### src/rtl/cordic_magnitude.sv
// cordic_magnitude: fully pipelined vectoring-mode CORDIC returning sqrt(x^2 + y^2)
module cordic_magnitude #(
  parameter int Q_I  = 15,
  parameter int Q_F  = 16,
  parameter int ITER = 16
) (
  input  logic             clk_i,
  input  logic             rst_ni,
  input  logic             valid_i,
  input  logic [Q_I+Q_F:0] x_data_i,
  input  logic [Q_I+Q_F:0] y_data_i,
  output logic             valid_o,
  output logic [Q_I+Q_F:0] data_o
);
  localparam int WIDTH = Q_I + Q_F + 1;
  localparam int IW = WIDTH + 2;
  localparam int KF = Q_F + 2;
  localparam int PW = IW + KF + 2;
  localparam logic signed [KF+1:0] K = (KF+2)'($rtoi(0.6072529350088813 * (2.0 ** KF) + 0.5));
  localparam logic signed [PW-1:0] MAX = PW'((64'd1 << (WIDTH - 1)) - 64'd1);
  logic signed [IW-1:0] xs [0:ITER];
  logic signed [IW-1:0] ys [0:ITER];
  logic [ITER:0] vs;
  logic signed [IW-1:0] xe, ye;
  logic signed [PW-1:0] prod_q, shr;
  logic vp;
  // sign-extend into the guarded internal width before any negation
  always_comb begin
    xe = {{2{x_data_i[WIDTH-1]}}, x_data_i};
    ye = {{2{y_data_i[WIDTH-1]}}, y_data_i};
    shr = prod_q >>> KF;
  end
  // input register with 180 degree pre-rotation, then one register per micro-rotation
  always_ff @(posedge clk_i or negedge rst_ni) begin
    if (!rst_ni) begin
      vs <= '0;
      for (int i = 0; i <= ITER; i++) begin
        xs[i] <= '0;
        ys[i] <= '0;
      end
    end else begin
      vs <= {vs[ITER-1:0], valid_i};
      xs[0] <= xe[IW-1] ? -xe : xe;
      ys[0] <= xe[IW-1] ? -ye : ye;
      for (int i = 0; i < ITER; i++) begin
        xs[i+1] <= ys[i][IW-1] ? xs[i] - (ys[i] >>> i) : xs[i] + (ys[i] >>> i);
        ys[i+1] <= ys[i][IW-1] ? ys[i] + (xs[i] >>> i) : ys[i] - (xs[i] >>> i);
      end
    end
  end
  // gain compensation multiply, then scale down with saturation into the output register
  always_ff @(posedge clk_i or negedge rst_ni) begin
    if (!rst_ni) begin
      prod_q  <= '0;
      vp      <= 1'b0;
      valid_o <= 1'b0;
      data_o  <= '0;
    end else begin
      prod_q  <= PW'(xs[ITER]) * PW'(K);
      vp      <= vs[ITER];
      valid_o <= vp;
      data_o  <= shr[PW-1] ? '0 : (shr > MAX) ? {1'b0, {(WIDTH-1){1'b1}}} : shr[WIDTH-1:0];
    end
  end
endmodule

### config.mk
export PLATFORM = sky130hd
export DESIGN_NAME = cordic_magnitude
export DESIGN_NICKNAME = d
export VERILOG_FILES = /design/src/rtl/cordic_magnitude.sv
export SDC_FILE = /design/constraint.sdc
export NUM_CORES = 2
export LEC_CHECK = 0
export CAP_MARGIN = 20
export CORE_AREA = 3 3 467 469
export CTS_BUF_LIST = sky130_fd_sc_hd__clkbuf_8
export CTS_CLUSTER_DIAMETER = 60
export CTS_CLUSTER_SIZE = 25
export DETAILED_ROUTE_END_ITERATION = 6
export DIE_AREA = 0 0 470 472
export PLACE_DENSITY_LB_ADDON = 0.25
export SLEW_MARGIN = 20
export SYNTH_ARGS = -nofsm -noshare
export SYNTH_HDL_FRONTEND = slang
export SYNTH_SLANG_ARGS = --single-unit
### constraint.sdc
create_clock -name clk_i -period 16.2 [get_ports clk_i]
set_input_delay 3.24 -clock clk_i [delete_from_list [all_inputs] [get_ports clk_i]]
set_output_delay 3.24 -clock clk_i [all_outputs]
set_load 0.05 [all_outputs]
==> results.md <==
Status:
- The flow ran to the end, and the final reports show no timing, DRC or antenna violations.

Finish:
- The layout has 19570 filler cells.
- Once layout is complete, the cells apart from fillers number 15070.
- The most common library cell in the layout ignoring fill and taps is sky130_fd_sc_hd__ha_1.
- The layout net count is 13780.
- The area overhead of the layout relative to synthesis is 6.714%.
- After routing the design area is 0.1142 mm².
- The fraction of layout cells with a size suffix above 1 is 3.201%.
- Leaving out fill and tap cells, the most frequent cells in the layout are sky130_fd_sc_hd__ha_1, sky130_fd_sc_hd__a21oi_1, sky130_fd_sc_hd__nor2_1.
- The core utilization of the finished layout is 53.24%.

Floorplanning:
- The die is 470 µm wide.
- The effective utilization at floorplan is 49.89%.
- In this run the vertical extent of the chip is 472 µm.
- The top-level port count is 100.
- After floorplanning, the core was sized to cover 0.2144 mm².
- The overall die area is 0.2218 mm².
- The number of cell rows is 170.

Yosys:
- The share of the Yosys chip area taken by registers is 27.88%.
- The share of synthesized flip-flops with an asynchronous set or reset is 100.0%.
- For this run, the leading register cell type out of synthesis is sky130_fd_sc_hd__dfrtp_1.
- The gate count of the mapped netlist is 12050.
- Synthesis instantiated 100 different standard cells from the library.
- After synthesis the netlist holds a flip-flop and latch count of 1192.
- For this run, the number of Yosys warnings is 0.
- The post-synthesis instance area is 0.1070 mm².
- A synthesized cell averages 8.880 µm².
- The number of enable-type register cells in the synthesized netlist is 0.

Clocking:
- The number of clock sinks is 1192.
- The clock-pin slew reported for the worst setup and hold paths after clock tree synthesis is 0.10 ns.
- In this run, post-CTS hold repair placed 0 buffers.
- TritonCTS built the clock tree.
- The root buffer cell chosen for the clock tree is sky130_fd_sc_hd__clkbuf_8.
- The H-tree depth is 3.
- The later pin in the worst-skew pair is clocked with a latency of 0.96 ns.
- Counting the buffers created by CTS gives 118.
- The clock passes through at most 3 buffers.
- Post-CTS repair changed the size of 0 cells.
- Post-CTS timing repair inserted 0 buffers for setup.

Hold path:
- The worst hold path belongs to the class flop to flop.
- The startpoint identified for the worst hold timing path is vs[15].

Setup path:
- The worst register-to-register path begins at xs[9].
- The worst setup path is captured at a flop.
- Walking the worst path, the cells encountered are ha_1 -> inv_1 -> fa_1 -> fa_1 -> inv_1 -> fa_1 -> fa_1 -> inv_1 -> fa_1 -> inv_1 -> ha_1 -> and3_1 -> nand4_1 -> o21ai_0 -> a21oi_1 -> a211oi_1 -> a21oi_2 -> nor3_2 -> a31o_2 -> nand4_1 -> a21oi_1 -> o22a_1 -> xor2_1.
- The cell type with the highest occurrence count on the critical path is sky130_fd_sc_hd__fa_1.
- The slack of the worst reg-to-reg path is 9.31 ns.
- The most critical setup path has its startpoint at xs[9].
- Among all stages on the critical path, the largest delay is contributed by sky130_fd_sc_hd__a211oi_1.
- The worst setup path is of the flop to flop kind.
- STA classifies the critical path startpoint as a flop.
- The arrival time reported for the critical path endpoint is 7.76 ns.
- The largest single stage delay on the critical path is 0.68 ns.
- The largest fanout on the critical path is 6.
- At the worst endpoint, the required time is 17.07 ns.

Detailed routing:
- In the final routed layout, each cell accounts on average for 19.64 µm.
- For this block, the via count after detailed routing is 86770.
- The number of design-rule violations left by the first detailed-router iteration is 6505.
- The remaining antenna violation count is 0.
- For this block, the routed nets add up to 295900 µm of wire.
- The number of vias per cell is 5.759.
- The detailed-routing iteration count for the pre-antenna-repair pass is 6.
- The DRC violation count after routing is 0.

Timing:
- The relative max-transition margin is 22.16%.
- Setup repair after global routing left no endpoint under its margin.
- The max-slew violation total from the final report is 0.
- The total negative setup slack is 0 ns.
- Clock skew on the completed layout was measured at 0.07514 ns.
- The total count of hold-check failures in the final report is 0.
- The share of the cycle needed by the critical path after routing is 42.55%.
- The final number of setup-violating endpoints is 0.
- The maximum frequency from static timing analysis is 0.1451 GHz.
- At the pin with the least slew margin, the transition time is 1.157 ns.
- The clock period minus final worst setup slack is 6.894 ns.

Global routing:
- The number of antenna violations at the first check in global routing is 12.
- Global routing consumed, over all layers together, 26.04% of the routing resources.
- The first global-routing pass estimated 468900 µm of wire.
- Entering global routing, the biggest net connects 150 pins.
- The via count of the first global-routing pass was 85160.
- The overflow left after global routing is 0.

Placement:
- Buffers placed on the I/O ports in this run total 99.
- After detailed placement, the design holds a cell count of 14830.
- The weighted congestion reported at the end of routability-driven placement is 0.9574.
- After detailed placement, the total cell area comes to 0.1111 mm².
- The placed wire-length estimate after detailed placement is 244300 µm.

Job:
- The tool flagged a number of max-cap violations equal to 0.
[cells in the mapped netlist (17+ instances only)]
master	n	area, µm²
sky130_fd_sc_hd__or4_1	35	262.8
sky130_fd_sc_hd__buf_1	32	120.1
sky130_fd_sc_hd__a21o_1	485	3641
sky130_fd_sc_hd__a211oi_1	81	608.1
sky130_fd_sc_hd__o21bai_1	170	1276
sky130_fd_sc_hd__o41ai_1	31	271.5
sky130_fd_sc_hd__or3_1	73	456.7
sky130_fd_sc_hd__o21ai_0	531	2658
sky130_fd_sc_hd__a21oi_1	1245	6231
sky130_fd_sc_hd__o21a_1	140	1051
sky130_fd_sc_hd__nand3_1	147	735.7
sky130_fd_sc_hd__ha_1	1307	16350
sky130_fd_sc_hd__o211ai_1	23	172.7
sky130_fd_sc_hd__nor3_1	296	1481
sky130_fd_sc_hd__dfrtp_1	1192	29830
sky130_fd_sc_hd__and2_1	76	475.5
sky130_fd_sc_hd__inv_1	929	3487
sky130_fd_sc_hd__nor4_1	116	725.7
sky130_fd_sc_hd__a31oi_1	120	750.7
sky130_fd_sc_hd__mux2_2	29	326.6
sky130_fd_sc_hd__nor2b_1	190	1189
sky130_fd_sc_hd__xor2_1	588	5150
sky130_fd_sc_hd__nor3b_1	27	202.7
sky130_fd_sc_hd__o21ai_1	22	110.1
sky130_fd_sc_hd__a2111oi_0	17	148.9
sky130_fd_sc_hd__o31a_1	30	262.8
sky130_fd_sc_hd__nand2b_1	190	1189
sky130_fd_sc_hd__a21boi_0	23	172.7
sky130_fd_sc_hd__fa_1	293	5866
sky130_fd_sc_hd__xnor2_1	1100	9634
sky130_fd_sc_hd__mux2i_1	26	260.3
sky130_fd_sc_hd__and3_1	106	663.1
sky130_fd_sc_hd__clkbuf_1	160	600.6
sky130_fd_sc_hd__nand2_1	518	1944
sky130_fd_sc_hd__nor2_1	1203	4516
sky130_fd_sc_hd__nand4_1	95	594.3
sky130_fd_sc_hd__a211o_1	22	192.7
sky130_fd_sc_hd__or2_2	30	187.7
sky130_fd_sc_hd__o31ai_1	58	435.4
sky130_fd_sc_hd__a221oi_1	23	201.4
[critical path, delay by kind of cell (launching register included)]
kind	cells	cell delay [ns]
DFF	1	0.51
and+or+nand+nor	4	0.77
buffers and inverters	4	0.23
adders and majority gates	7	3.23
xor gates and xnor gates	1	0.15
AOI/OAI and AO/OA	7	1.93
[cell families (layout without fill, tap and decap cells)]
group | count (synthesis) | after routing | synth area share (%)
muxes | 55 | 55 | 0.5486
AOI/OAI and AO/OA | 3200 | 3200 | 18.66
and+or+nand+nor | 3180 | 3180 | 14.34
DFF | 1192 | 1192 | 27.88
other | 1 | 15 | 0.003506
buffers and inverters | 1131 | 1297 | 3.979
xor gates and xnor gates | 1688 | 1688 | 13.82
adders and majority gates | 1600 | 1600 | 20.77
[stage by stage]
step | hold slack [ns] | setup slack, ns
after detailed placement | 0.3363 | 9.281
after floorplan | 0.3312 | 10.12
after global routing | 0.3693 | 8.852
final | 0.3557 | 9.306
after CTS | 0.3573 | 9.263
after global placement | 0.3318 | 9.371
[routing by layer]
| layer | share of wire (%) | track usage [%] | up-vias |
|---|---|---|---|
| li1 | - | - | 42190 |
| met1 | 45 | 35.87 | 41800 |
| met2 | 46 | 42.76 | 2228 |
| met3 | 5.2 | 2.912 | 538 |
| met4 | 3.5 | 8.534 | 4 |
| met5 | 0.0091 | 0 | - |
[final timing paths]
path,end,depth (start not counted)
max,prod_q[52],23
min,vs[16],0
max reg2reg,prod_q[52],23
min reg2reg,vs[16],0
max in group asynchronous,xs[330],4
min in group asynchronous,xs[14],1
[flip-flops by register name (all words and copies together) (netlist names)]
| name | count |
|---|---|
| xs | 577 |
| ys | 529 |
| prod_q | 35 |
| data_o | 32 |
| vs | 17 |
| valid_o | 1 |
| vp | 1 |
[cell type report]
class                   instances  area, µm²  area share [%]
diodes                         12      30.03         0.02631
repair buffers                138       1309           1.146
flip-flops and latches       1192      29830           26.13
well taps                    2838       3551           3.111
clock inverters               101       1306           1.144
clock buffers                 124       1707           1.495
inverters                     934       3506           3.071
multi-input cells            9726      72910           63.87
Power is not shown: default switching activity piles up to over one toggle a cycle in this logic, so the estimate is an artifact.
